<file path="config.mk">
export PLATFORM = sky130hd
export DESIGN_NAME = multicycle_ctrl
export DESIGN_NICKNAME = d
export VERILOG_FILES = /design/src/rtl/multicycle_ctrl.sv
export SDC_FILE = /design/constraint.sdc
export NUM_CORES = 1
export LEC_CHECK = 0
export BUFFER_PORTS_ARGS = -buffer_cell sky130_fd_sc_hd__buf_4
export CORE_ASPECT_RATIO = 0.6
export CORE_MARGIN = 2
export CORE_UTILIZATION = 46
export DETAILED_ROUTE_END_ITERATION = 12
export HOLD_SLACK_MARGIN = 0.06
export MAX_ROUTING_LAYER = met4
export PLACE_DENSITY = 0.88
export SYNTH_ARGS = -nofsm -noshare
export SYNTH_HDL_FRONTEND = slang
export SYNTH_SLANG_ARGS = --single-unit
</file>
<file path="constraint.sdc">
create_clock -name i_clk -period 1.7 [get_ports i_clk]
set_input_delay 0.085 -clock i_clk [delete_from_list [all_inputs] [get_ports i_clk]]
set_output_delay 0.085 -clock i_clk [all_outputs]
set_load 0.01 [all_outputs]
</file>
<file path="src/rtl/multicycle_ctrl.sv">
// multicycle_ctrl
// Sequencing controller for a multi-cycle RV32I datapath. Walks each
// instruction through FETCH / DECODE / EXEC / MEM / WB, handshakes with the
// instruction and data memories, and drives the PC, IR, register-file and
// datapath mux-select enables. Unsupported opcodes park the core in TRAP
// until reset. A retired-instruction counter is kept for bring-up.
//
// All enables, requests and selects are combinational from the registered
// state, the opcode and the memory acks, so the datapath sees them in the
// same cycle the state is entered.

module multicycle_ctrl (
  input  logic        i_clk,
  input  logic        i_rst_n,
  input  logic [31:0] i_instr,
  input  logic        i_imem_ack,
  input  logic        i_dmem_ack,
  input  logic        i_br_taken,
  output logic        o_imem_req,
  output logic        o_ir_en,
  output logic        o_dmem_req,
  output logic        o_dmem_we,
  output logic        o_rd_wren,
  output logic        o_pc_en,
  output logic        o_pc_sel,
  output logic        o_alu_a_sel,
  output logic        o_alu_b_sel,
  output logic [1:0]  o_wb_sel,
  output logic [2:0]  o_state,
  output logic        o_illegal,
  output logic [31:0] o_retired
);

  // State encoding; 6 and 7 are never entered and fall back to FETCH.
  localparam logic [2:0] S_FETCH  = 3'd0;
  localparam logic [2:0] S_DECODE = 3'd1;
  localparam logic [2:0] S_EXEC   = 3'd2;
  localparam logic [2:0] S_MEM    = 3'd3;
  localparam logic [2:0] S_WB     = 3'd4;
  localparam logic [2:0] S_TRAP   = 3'd5;

  // Opcodes the immediate generator supports; everything else traps.
  localparam logic [6:0] OP_R      = 7'b0110011;
  localparam logic [6:0] OP_I_ALU  = 7'b0010011;
  localparam logic [6:0] OP_LOAD   = 7'b0000011;
  localparam logic [6:0] OP_STORE  = 7'b0100011;
  localparam logic [6:0] OP_BRANCH = 7'b1100011;
  localparam logic [6:0] OP_JAL    = 7'b1101111;
  localparam logic [6:0] OP_LUI    = 7'b0110111;
  localparam logic [6:0] OP_AUIPC  = 7'b0010111;

  // Writeback source encodings
  localparam logic [1:0] WB_ALU  = 2'b00;
  localparam logic [1:0] WB_LOAD = 2'b01;
  localparam logic [1:0] WB_PC4  = 2'b10;
  localparam logic [1:0] WB_IMM  = 2'b11;

  logic [2:0]  state;
  logic [2:0]  state_next;
  logic        illegal;
  logic [31:0] retired;

  logic [6:0]  opcode;
  logic        is_r;
  logic        is_i_alu;
  logic        is_load;
  logic        is_store;
  logic        is_branch;
  logic        is_jal;
  logic        is_lui;
  logic        is_auipc;
  logic        is_legal;
  logic        is_mem_op;

  logic        in_datapath_state;
  logic        imem_req;
  logic        ir_en;
  logic        dmem_req;
  logic        dmem_we;
  logic        rd_wren;
  logic        pc_en;
  logic        pc_sel;
  logic        alu_a_sel;
  logic        alu_b_sel;
  logic [1:0]  wb_sel;

  assign opcode = i_instr[6:0];

  // Opcode classification from the instruction register contents
  always_comb begin
    is_r      = (opcode == OP_R);
    is_i_alu  = (opcode == OP_I_ALU);
    is_load   = (opcode == OP_LOAD);
    is_store  = (opcode == OP_STORE);
    is_branch = (opcode == OP_BRANCH);
    is_jal    = (opcode == OP_JAL);
    is_lui    = (opcode == OP_LUI);
    is_auipc  = (opcode == OP_AUIPC);
    is_legal  = is_r | is_i_alu | is_load | is_store |
                is_branch | is_jal | is_lui | is_auipc;
    is_mem_op = is_load | is_store;
  end

  // Next-state sequencing; memory states hold until their ack arrives
  always_comb begin
    state_next = state;
    case (state)
      S_FETCH: begin
        if (i_imem_ack) begin
          state_next = S_DECODE;
        end
      end
      S_DECODE: begin
        if (is_legal) begin
          state_next = S_EXEC;
        end else begin
          state_next = S_TRAP;
        end
      end
      S_EXEC: begin
        if (is_mem_op) begin
          state_next = S_MEM;
        end else if (is_branch) begin
          state_next = S_FETCH;
        end else begin
          state_next = S_WB;
        end
      end
      S_MEM: begin
        if (i_dmem_ack) begin
          if (is_store) begin
            state_next = S_FETCH;
          end else begin
            state_next = S_WB;
          end
        end
      end
      S_WB: begin
        state_next = S_FETCH;
      end
      S_TRAP: begin
        state_next = S_TRAP;
      end
      default: begin
        state_next = S_FETCH;
      end
    endcase
  end

  // State register; reset drops any in-flight request on the same edge
  always_ff @(posedge i_clk) begin
    if (!i_rst_n) begin
      state <= S_FETCH;
    end else begin
      state <= state_next;
    end
  end

  // Sticky illegal flag, set as DECODE rejects the opcode
  always_ff @(posedge i_clk) begin
    if (!i_rst_n) begin
      illegal <= 1'b0;
    end else if (state == S_DECODE && !is_legal) begin
      illegal <= 1'b1;
    end
  end

  // Enables and requests; TRAP and the unused codes drive everything low
  always_comb begin
    imem_req = 1'b0;
    ir_en    = 1'b0;
    dmem_req = 1'b0;
    dmem_we  = 1'b0;
    rd_wren  = 1'b0;
    pc_en    = 1'b0;
    pc_sel   = 1'b0;
    case (state)
      S_FETCH: begin
        imem_req = 1'b1;
        ir_en    = i_imem_ack;
      end
      S_EXEC: begin
        if (is_branch) begin
          pc_en  = 1'b1;
          pc_sel = i_br_taken;
        end
      end
      S_MEM: begin
        dmem_req = 1'b1;
        dmem_we  = is_store;
        if (i_dmem_ack && is_store) begin
          pc_en  = 1'b1;
          pc_sel = 1'b0;
        end
      end
      S_WB: begin
        rd_wren = 1'b1;
        pc_en   = 1'b1;
        pc_sel  = is_jal;
      end
      default: begin
        imem_req = 1'b0;
      end
    endcase
  end

  // Datapath mux selects, only driven while an instruction is in flight
  always_comb begin
    in_datapath_state = (state == S_DECODE) || (state == S_EXEC) ||
                        (state == S_MEM)    || (state == S_WB);
    alu_a_sel = 1'b0;
    alu_b_sel = 1'b0;
    wb_sel    = WB_ALU;
    if (in_datapath_state) begin
      alu_a_sel = is_auipc | is_jal | is_branch;
      alu_b_sel = !(is_r | is_branch);
      if (is_load) begin
        wb_sel = WB_LOAD;
      end else if (is_jal) begin
        wb_sel = WB_PC4;
      end else if (is_lui) begin
        wb_sel = WB_IMM;
      end else begin
        wb_sel = WB_ALU;
      end
    end
  end

  // Retired-instruction counter; every PC update retires one instruction
  always_ff @(posedge i_clk) begin
    if (!i_rst_n) begin
      retired <= 32'd0;
    end else if (pc_en) begin
      retired <= retired + 32'd1;
    end
  end

  assign o_imem_req  = imem_req;
  assign o_ir_en     = ir_en;
  assign o_dmem_req  = dmem_req;
  assign o_dmem_we   = dmem_we;
  assign o_rd_wren   = rd_wren;
  assign o_pc_en     = pc_en;
  assign o_pc_sel    = pc_sel;
  assign o_alu_a_sel = alu_a_sel;
  assign o_alu_b_sel = alu_b_sel;
  assign o_wb_sel    = wb_sel;
  assign o_state     = state;
  assign o_illegal   = illegal;
  assign o_retired   = retired;

endmodule

</file>
### Yosys cells after proc, flatten, opt, wreduce, memory -nomap -nowiden

Index checks and enable logic that the tools add are counted.

| cells by class | value |
|---|---|
| reductions and logical operators | 9 |
| add/subtract/negate cells | 1 |
| equality and inequality tests | 15 |
| multiplexer cells | 23 |
| bitwise logic cells | 11 |

Operators with widths:

| operator | count |
|---|---|
| 32-bit by 1-bit adder with 32-bit output (second input constant) | 1 |
| 7-bit by 6-bit == test with 1-bit output (second input constant) | 3 |
| 3-bit 2-to-1 mux | 6 |
| 3-bit case mux with 5 select lines | 1 |
| 7-bit by 5-bit == test with 1-bit output (second input constant) | 2 |
| 7-bit == test (second input constant) | 2 |
| 1-bit OR | 11 |
| 1-bit 2-to-1 mux | 10 |
| 2-bit 2-to-1 mux | 4 |
| 7-bit by 2-bit == test with 1-bit output (second input constant) | 1 |
| 3-bit by 2-bit == test with 1-bit output (second input constant) | 2 |
| 3-bit == test (second input constant) | 2 |
| 2-bit inequality test (second input constant) | 2 |
| 3-bit by 1-bit == test with 1-bit output (second input constant) | 1 |
| 3-bit logical NOT | 1 |
| 1-bit logical OR | 3 |
| 1-bit case mux with 3 select lines | 1 |
| 1-bit logical AND | 2 |
| 1-bit logical NOT | 2 |
| 1-bit case mux with 2 select lines | 1 |
| 2-bit AND reduction | 1 |

| word-level totals | value |
|---|---|
| bits in registers | 36 |
| output and inout bits | 47 |
| word-level logic and storage cells | 62 |
| bits of input ports | 37 |

### Depth between registers and ports, before layout

Gate-level depths: netlist of the first run.

| depth | value |
|---|---|
| depth after elaboration | 10 |
| depth in mapped cells | 8 |

### Worst setup path before layout of the first run

No wires, ideal clock.

| timing | value |
|---|---|
| kind | register to register |
| start point | reg retired[0] (netlist: o_retired[0]) |
| end point | reg retired[28] (netlist: o_retired[28]) |
| setup slack | -0.062 ns |
| required time | 1.628 ns |
| arrival | 1.690 ns |
| period minus slack after synthesis | 1.762 ns |
| setup time | 0.072 ns |
| stages on the path, launching flop included | 7 |
| buffers on the path | 0 |
| cells stage by stage | dfxtp_1 ha_1 nand3_1 nor4_4 nand4_1 a211oi_2 mux2i_1 |

| on the way | value |
|---|---|
| word-level cells in the longest chain between the ends | 1 |

Ends and longest elaborated chain:

| item | line | text |
|---|---|---|
| start, declared | 61 | `logic [31:0] retired;` |
| start signal, assigned | 234 | `retired <= retired + 32'd1;` |
| 32-bit by 1-bit adder with 32-bit output | 234 |  |

Every way passes these cells.
A chain may end at the register's enable or synchronous reset.

### Worst setup path after layout of the first run

| timing | value |
|---|---|
| start point | reg state[2] (netlist: o_state[2]) |
| end point | reg retired[30] (netlist: o_retired[30]) |

| on the way | value |
|---|---|
| word-level cells in the longest chain between the ends | 2 |
| elaborated cells on any way between the ends | 4 |
| classes of those cells | eq/ne (3); mux (1) |

Ends and longest elaborated chain:

| item | line | text |
|---|---|---|
| start, declared | 58 | `logic [2:0] state;` |
| start signal, assigned | 155 | `state <= state_next;` |
| 3-bit == test / 3-bit by 2-bit == test with 1-bit output (equally long branches) | 177 | `case (state)` |
| 1-bit case mux with 3 select lines (*) | 177 |  |

Mark *: on every way between the ends. The rest lies on a longest branch, timed or not.

==> results of run 1 <==
-- final cells by class --
type	count	area (um2)
inverters	9	33.8
clock buffers	7	96.3
well taps	69	86.3
flip-flops and latches	36	739
multi-input cells	235	1810
clock inverters	1	30.0
repair buffers	107	863
fillers	424	1810
-- layout by cell type (no fill, tap or decap), types with 3 or more instances in the layout --
cell type	n
a211oi_2	6
a211oi_4	7
a21oi_1	8
a21oi_2	8
and2_1	5
and3_1	5
and4_1	5
buf_12	3
buf_4	98
buf_6	6
clkbuf_8	7
dfxtp_1	23
dfxtp_2	12
inv_1	8
mux2i_1	29
nand2_1	47
nand2b_1	29
nand3_1	16
nand4_1	8
nor2_1	6
nor2b_1	3
nor3_1	5
nor4_4	3
o21ai_0	6
-- cells by family after synthesis --
logic type	share of synthesized area, %
muxes	11.3
DFF	28.1
adders and majority gates	0.487
xor gates and xnor gates	0.683
AOI/OAI and AO/OA	18.9
and+or+nand+nor	34.0
buffers and inverters	6.58
-- critical path, stage by stage (launching register included) --
cell and delay, ps:
dfxtp_2 340, nand3b_4 170, nor4_4 340, o21ai_4 140, buf_12 180, a211oi_4 270, mux2i_1 220
-- flip-flops by register name, summed over array words and instances (netlist names) --
name       flops
o_illegal      1
o_retired     32
o_state        3
-- worst max path at each step --
stage,slack (ps),depth (start not counted),startpoint,end
global route,-110,7,o_state[0]$_SDFFE_PN0P_,o_wb_sel[1]
global placement,40,7,o_retired[0]$_SDFFE_PN0P_,o_retired[28]$_SDFFE_PN0P_
CTS,-7,6,o_state[2]$_SDFFE_PN0P_,o_pc_en
finish,-40,6,o_state[2]$_SDFFE_PN0P_,o_retired[30]$_SDFFE_PN0P_
detailed placement,-30,7,o_retired[0]$_SDFFE_PN0P_,o_retired[28]$_SDFFE_PN0P_
floorplan,-7,6,o_retired[0]$_SDFFE_PN0P_,o_retired[28]$_SDFFE_PN0P_
-- synthesized netlist by cell type (all sizes together), types with 7 or more instances --
| master | n |
|---|---|
| nand2b | 29 |
| o21ai | 8 |
| nand3 | 17 |
| buf | 12 |
| nand4 | 10 |
| nand2 | 49 |
| a211oi | 14 |
| dfxtp | 36 |
| inv | 9 |
| nor2 | 7 |
| nor3 | 7 |
| clkbuf | 10 |
| a21oi | 17 |
| mux2i | 29 |
-- where the power goes --
group | internal [mW] | switching (mW) | total [mW]
combinational | 0.132 | 0.164 | 0.297
clock | 0.518 | 0.328 | 0.846
sequential | 0.852 | 0.0102 | 0.862
total | 1.50 | 0.502 | 2.00
-- repair_timing --
item	CTS	global route
endpoints found under the hold margin	0	0
resized for setup	12	24
buffers inserted	4	8
pin swaps	5	8
endpoints found under the setup margin	16	24
-- per-layer routing --
metal | vias up | track usage, % | part of all wire (%) | wire length (um)
li1 | 1253 | - | - | -
met1 | 1247 | 30.0 | 48 | 3350
met2 | 64 | 37.6 | 47 | 3260
met3 | 12 | 4.47 | 4.2 | 296
met4 | 0 | 6.26 | 1.0 | 72
met5 | - | - | 0 | 0
==> key figures, run 1 <==
Global route
  • Gr usage total: 23.1%
  • Largest net degree at the start of global routing: 37
  • First-pass GRT wire length: 11,000 um
  • Grt total ovfl: 0
  • Vias in the first global route: 2,325
  • Initial antenna violation count: 0

Clock network
  • CTS Buf Count: 5
  • Root Buffer: clkbuf_8
  • TritonCTS clock tree: done
  • H-tree depth: 2
  • Deepest clock path buffer count: 2
  • TritonCTS Sinks: 36
  • Clk slew on worst S/H paths: 80 ps
  • Worst-Skew Late Latency: 290 ps
  • # hold bufs at CTS: 0

Timing
  • RSZ-0062 raised after global routing: true
  • Final Setup Violations: 10
  • Setup ws final: -39.0 ps
  • Pin slew with the least headroom to its limit: 429 ps
  • Min cycle time layout: 1740 ps
  • Final Hold Fails: 0
  • Final worst path period share: 102%
  • Hold Worst Slack: 160 ps
  • Fin Clk Skew: 11.7 ps
  • FMAX: 575 MHz
  • Rel. slew slack: 71.0%
  • Final Max Slew Viols: 0
  • Setup TNS: -163 ps

Power
  • Final Total Pwr: 2.00 mW
  • Max VDD drop: 0.394 mV
  • Lkg Pwr: 1.49 nW
  • PD cells: 548 mW/mm2

Yosys
  • Synthesized cell area: 0.00257 mm2
  • Yosys reg bits: 36
  • Ys async rst share: 0%
  • Warnings, synthesis: 0
  • Synth area leaders: dfxtp_1 (28%), mux2i_1 (11%), nand2b_1 (7.1%)
  • Synth cell types: 55
  • Top_reg_cell synth: dfxtp_1
  • EDFF count, synth: 0
  • Largest area contributor in the netlist: dfxtp_1
  • Syn avg cell area: 8.47 um2
  • Cells after Synth: 303
  • Top cell type's share of synthesized area: 28.1%
  • Register area share after synthesis: 28.1%
  • Syn nets: 341

Placed design
  • Placed insts: 444
  • Pre-CTS WS: -33.2 ps
  • Final RePlAce weighted congestion: 0.866
  • # port buffers: 58
  • Area after DPL: 0.00329 mm2
  • Placed wire-length estimate: 4760 um

Die
  • Die height: 61.9 um
  • I/O pins: 84
  • DIE AREA: 0.00621 mm2
  • Core footprint: 0.00547 mm2
  • Die width: 100 um
  • Num rows: 21
  • Initial Util: 47.0%

Detailed routing
  • Initial DRC Count: 129
  • Routed vias/inst: 5.55
  • DR vias: 2,576
  • DR pass1 iterations: 4
  • Routed len/inst: 15.0 um
  • Routed WL: 6980 um
  • Residual DRC: 0
  • Post-route ant nets: 0

Flow run
  • Maxcap violations: 0

Worst hold path
  • Hold path depth: 3
  • Hold Startpoint: i_rst_n
  • Worst hold path class: primary input to flip-flop
  • Min-Delay Endpoint: o_retired[5]$_SDFFE_PN0P_

Final layout
  • # diodes: 0
  • Final core utilization: 66.9%
  • Non-Filler Instances: 464
  • Final Cell Area: 0.00366 mm2
  • Share of cells above drive strength 1: 43.0%
  • Area grow syn2layout: 42.6%
  • Final nets: 432

Setup path
  • Critical Path Fanout Max: 12
  • R2R setup slack: -40 ps
  • Crit path kind: flip-flop to flip-flop
  • RR Startpoint: o_state[2]$_SDFFE_PN0P_
  • Critical Path End Type: flip-flop
  • Critical path launch point type: flip-flop
  • RR Endpoint: o_retired[30]$_SDFFE_PN0P_
  • R2R depth: 6
  • CP required: 1920 ps
  • Worst EP arrival: 1960 ps

Status
  • Violated checks: negative setup slack
  • Status: complete, but fails checks
(Power assumes the default switching activity.)
==> inputs of run 2 (changes only) <==
--- a/config.mk
+++ b/config.mk
@@ -7,7 +7,7 @@
 export LEC_CHECK = 0
 export BUFFER_PORTS_ARGS = -buffer_cell sky130_fd_sc_hd__buf_4
 export CORE_ASPECT_RATIO = 0.6
-export CORE_MARGIN = 2
+export CORE_MARGIN = 5
 export CORE_UTILIZATION = 46
 export DETAILED_ROUTE_END_ITERATION = 12
 export HOLD_SLACK_MARGIN = 0.06
==> key figures, run 2 (same netlist as run 1, synthesis figures left out) <==
Placed design
  • Area after DPL: 0.00331 mm2
  • Final RePlAce weighted congestion: 0.839
  • Placed insts: 448
  • # port buffers: 58
  • Placed wire-length estimate: 5090 um

Global route
  • First-pass GRT wire length: 11,900 um
  • Gr usage total: 20.8%
  • Vias in the first global route: 2,480
  • Largest net degree at the start of global routing: 35
  • Grt total ovfl: 0
  • Initial antenna violation count: 0

Power
  • Max VDD drop: 0.310 mV
  • Lkg Pwr: 1.52 nW
  • Final Total Pwr: 1.93 mW
  • PD cells: 515 mW/mm2

Final layout
  • Max FFs per register: 32
  • Area grow syn2layout: 45.7%
  • Final nets: 437
  • Non-Filler Instances: 469
  • Commonest non-fill, non-tap cell in the layout: buf_4
  • Most frequent cells in the layout: buf_4 (102), nand2_1 (46), nand2b_1 (29), mux2i_1 (29), dfxtp_1 (23)
  • # diodes: 0
  • Share of cells above drive strength 1: 44.5%
  • Final Cell Area: 0.00374 mm2
  • Filler cell count: 421

Status
  • Violated checks: negative setup slack
  • Status: complete, but fails checks

Detailed routing
  • DR pass1 iterations: 4
  • Residual DRC: 0
  • Initial DRC Count: 264
  • DR vias: 2,660
  • Post-route ant nets: 0
  • Routed vias/inst: 5.67
  • Routed len/inst: 17.1 um
  • Routed WL: 8010 um

Die
  • I/O pins: 84
  • Num rows: 21
  • Initial Util: 46.7%
  • Die width: 106 um
  • DIE AREA: 0.00722 mm2
  • Die height: 67.9 um
  • Core footprint: 0.00549 mm2

Clock network
  • H-tree depth: 2
  • # hold bufs at CTS: 0
  • Worst-Skew Late Latency: 300 ps
  • TritonCTS clock tree: done
  • TritonCTS Sinks: 36
  • Deepest clock path buffer count: 2
  • CTS Buf Count: 5
  • Root Buffer: clkbuf_8
  • Clk slew on worst S/H paths: 80 ps

Setup path
  • CP top delay family: simple AND/OR/NAND/NOR gates
  • CP cell instances: nand3b_4 > nor4_4 > o21ai_4 > buf_12 > a211oi_2 > mux2i_1
  • Critical path launch point type: flip-flop
  • Crit path kind: flip-flop to flip-flop
  • Crit-path max cell delay: 340 ps
  • Critical Path End Type: flip-flop
  • CP Buf/Inv Count: 1
  • Critical Path Fanout Max: 7
  • Worst path slowest cell: dfxtp_2
  • Worst EP arrival: 2000 ps
  • CP required: 1910 ps

Timing
  • Final Setup Violations: 16
  • Fin Clk Skew: 10.1 ps
  • Setup TNS: -456 ps
  • Setup ws final: -83.0 ps
  • FMAX: 561 MHz
  • Min cycle time layout: 1780 ps
  • Pin slew with the least headroom to its limit: 418 ps
  • Final worst path period share: 105%
  • Final Hold Fails: 0
  • RSZ-0062 raised after global routing: true
  • Rel. slew slack: 71.7%
  • Final Max Slew Viols: 0

Flow run
  • Maxcap violations: 0

Worst hold path
  • Worst hold path class: primary input to flip-flop
[run 2: cell count changes in the layout (fill, tap and decap cells not counted), moves of 2 or more]
cell,delta
a211oi_2,-3
buf_4,+4
clkbuf_8,-2
a211oi_4,+3
a21oi_1,-2
[run 2: stage by stage]
| stage | hold slack (ps) | setup slack, ps | utilization, % |
|---|---|---|---|
| 2_1_floorplan | 241 | -6.88 | - |
| 3_3_place_gp | 456 | 27.2 | 60.2 |
| 3_5_place_dp | 475 | -69.0 | 60.2 |
| 4_1_cts | 197 | -60.0 | 64.5 |
| 5_1_grt | 249 | -130 | 68.1 |
| 6_report | 215 | -83.0 | 68.1 |
[run 2: worst reg2reg max path, delay by kind of cell, from the launching register on]
family	cells	cell delay (ps)
compound gates	2	440
buf+inv	1	190
flops	1	340
mux	1	230
simple gates	2	510
[run 2: final timing paths]
kind | from | end | slack [ps] | depth (start not counted)
worst max-delay path | o_state[2]$_SDFFE_PN0P_ | o_retired[19]$_SDFFE_PN0P_ | -80 | 6
worst min-delay path | i_rst_n | o_retired[6]$_SDFFE_PN0P_ | 220 | 3
worst max register to register | o_state[2]$_SDFFE_PN0P_ | o_retired[19]$_SDFFE_PN0P_ | -80 | 6
worst min register to register | o_retired[17]$_SDFFE_PN0P_ | o_retired[17]$_SDFFE_PN0P_ | 480 | 2
[run 2: area by class of cell]
type                    count  area [um2]  area share, %
inverters                   9        33.8          0.904
clock inverters             2        35.0          0.937
clock buffers               6        72.6           1.94
repair buffers            112         910           24.3
well taps                  69        86.3           2.31
flip-flops and latches     36         742           19.8
multi-input cells         235        1860           49.7
[run 2: what timing repair did]
item | 4_1_cts | 5_1_grt
pin swaps | 5 | 14
buffers inserted | 8 | 5
gates resized for setup | 20 | 27
setup endpoints to repair | 19 | 29
cloned | 0 | 1
[run 2: where the power goes]
group,total (mW),switching [mW],internal (mW)
registers,0.860,0.00904,0.850
logic,0.300,0.172,0.128
clock network,0.766,0.330,0.436
total,1.93,0.511,1.41
[run 2: routing by layer]
metal | GRT usage [%] | up-vias | wire [um]
li1 | - | 1260 | -
met1 | 27.2 | 1285 | 3540
met2 | 33.8 | 96 | 3770
met3 | 4.62 | 19 | 517
met4 | 4.31 | 0 | 171
met5 | - | - | 0
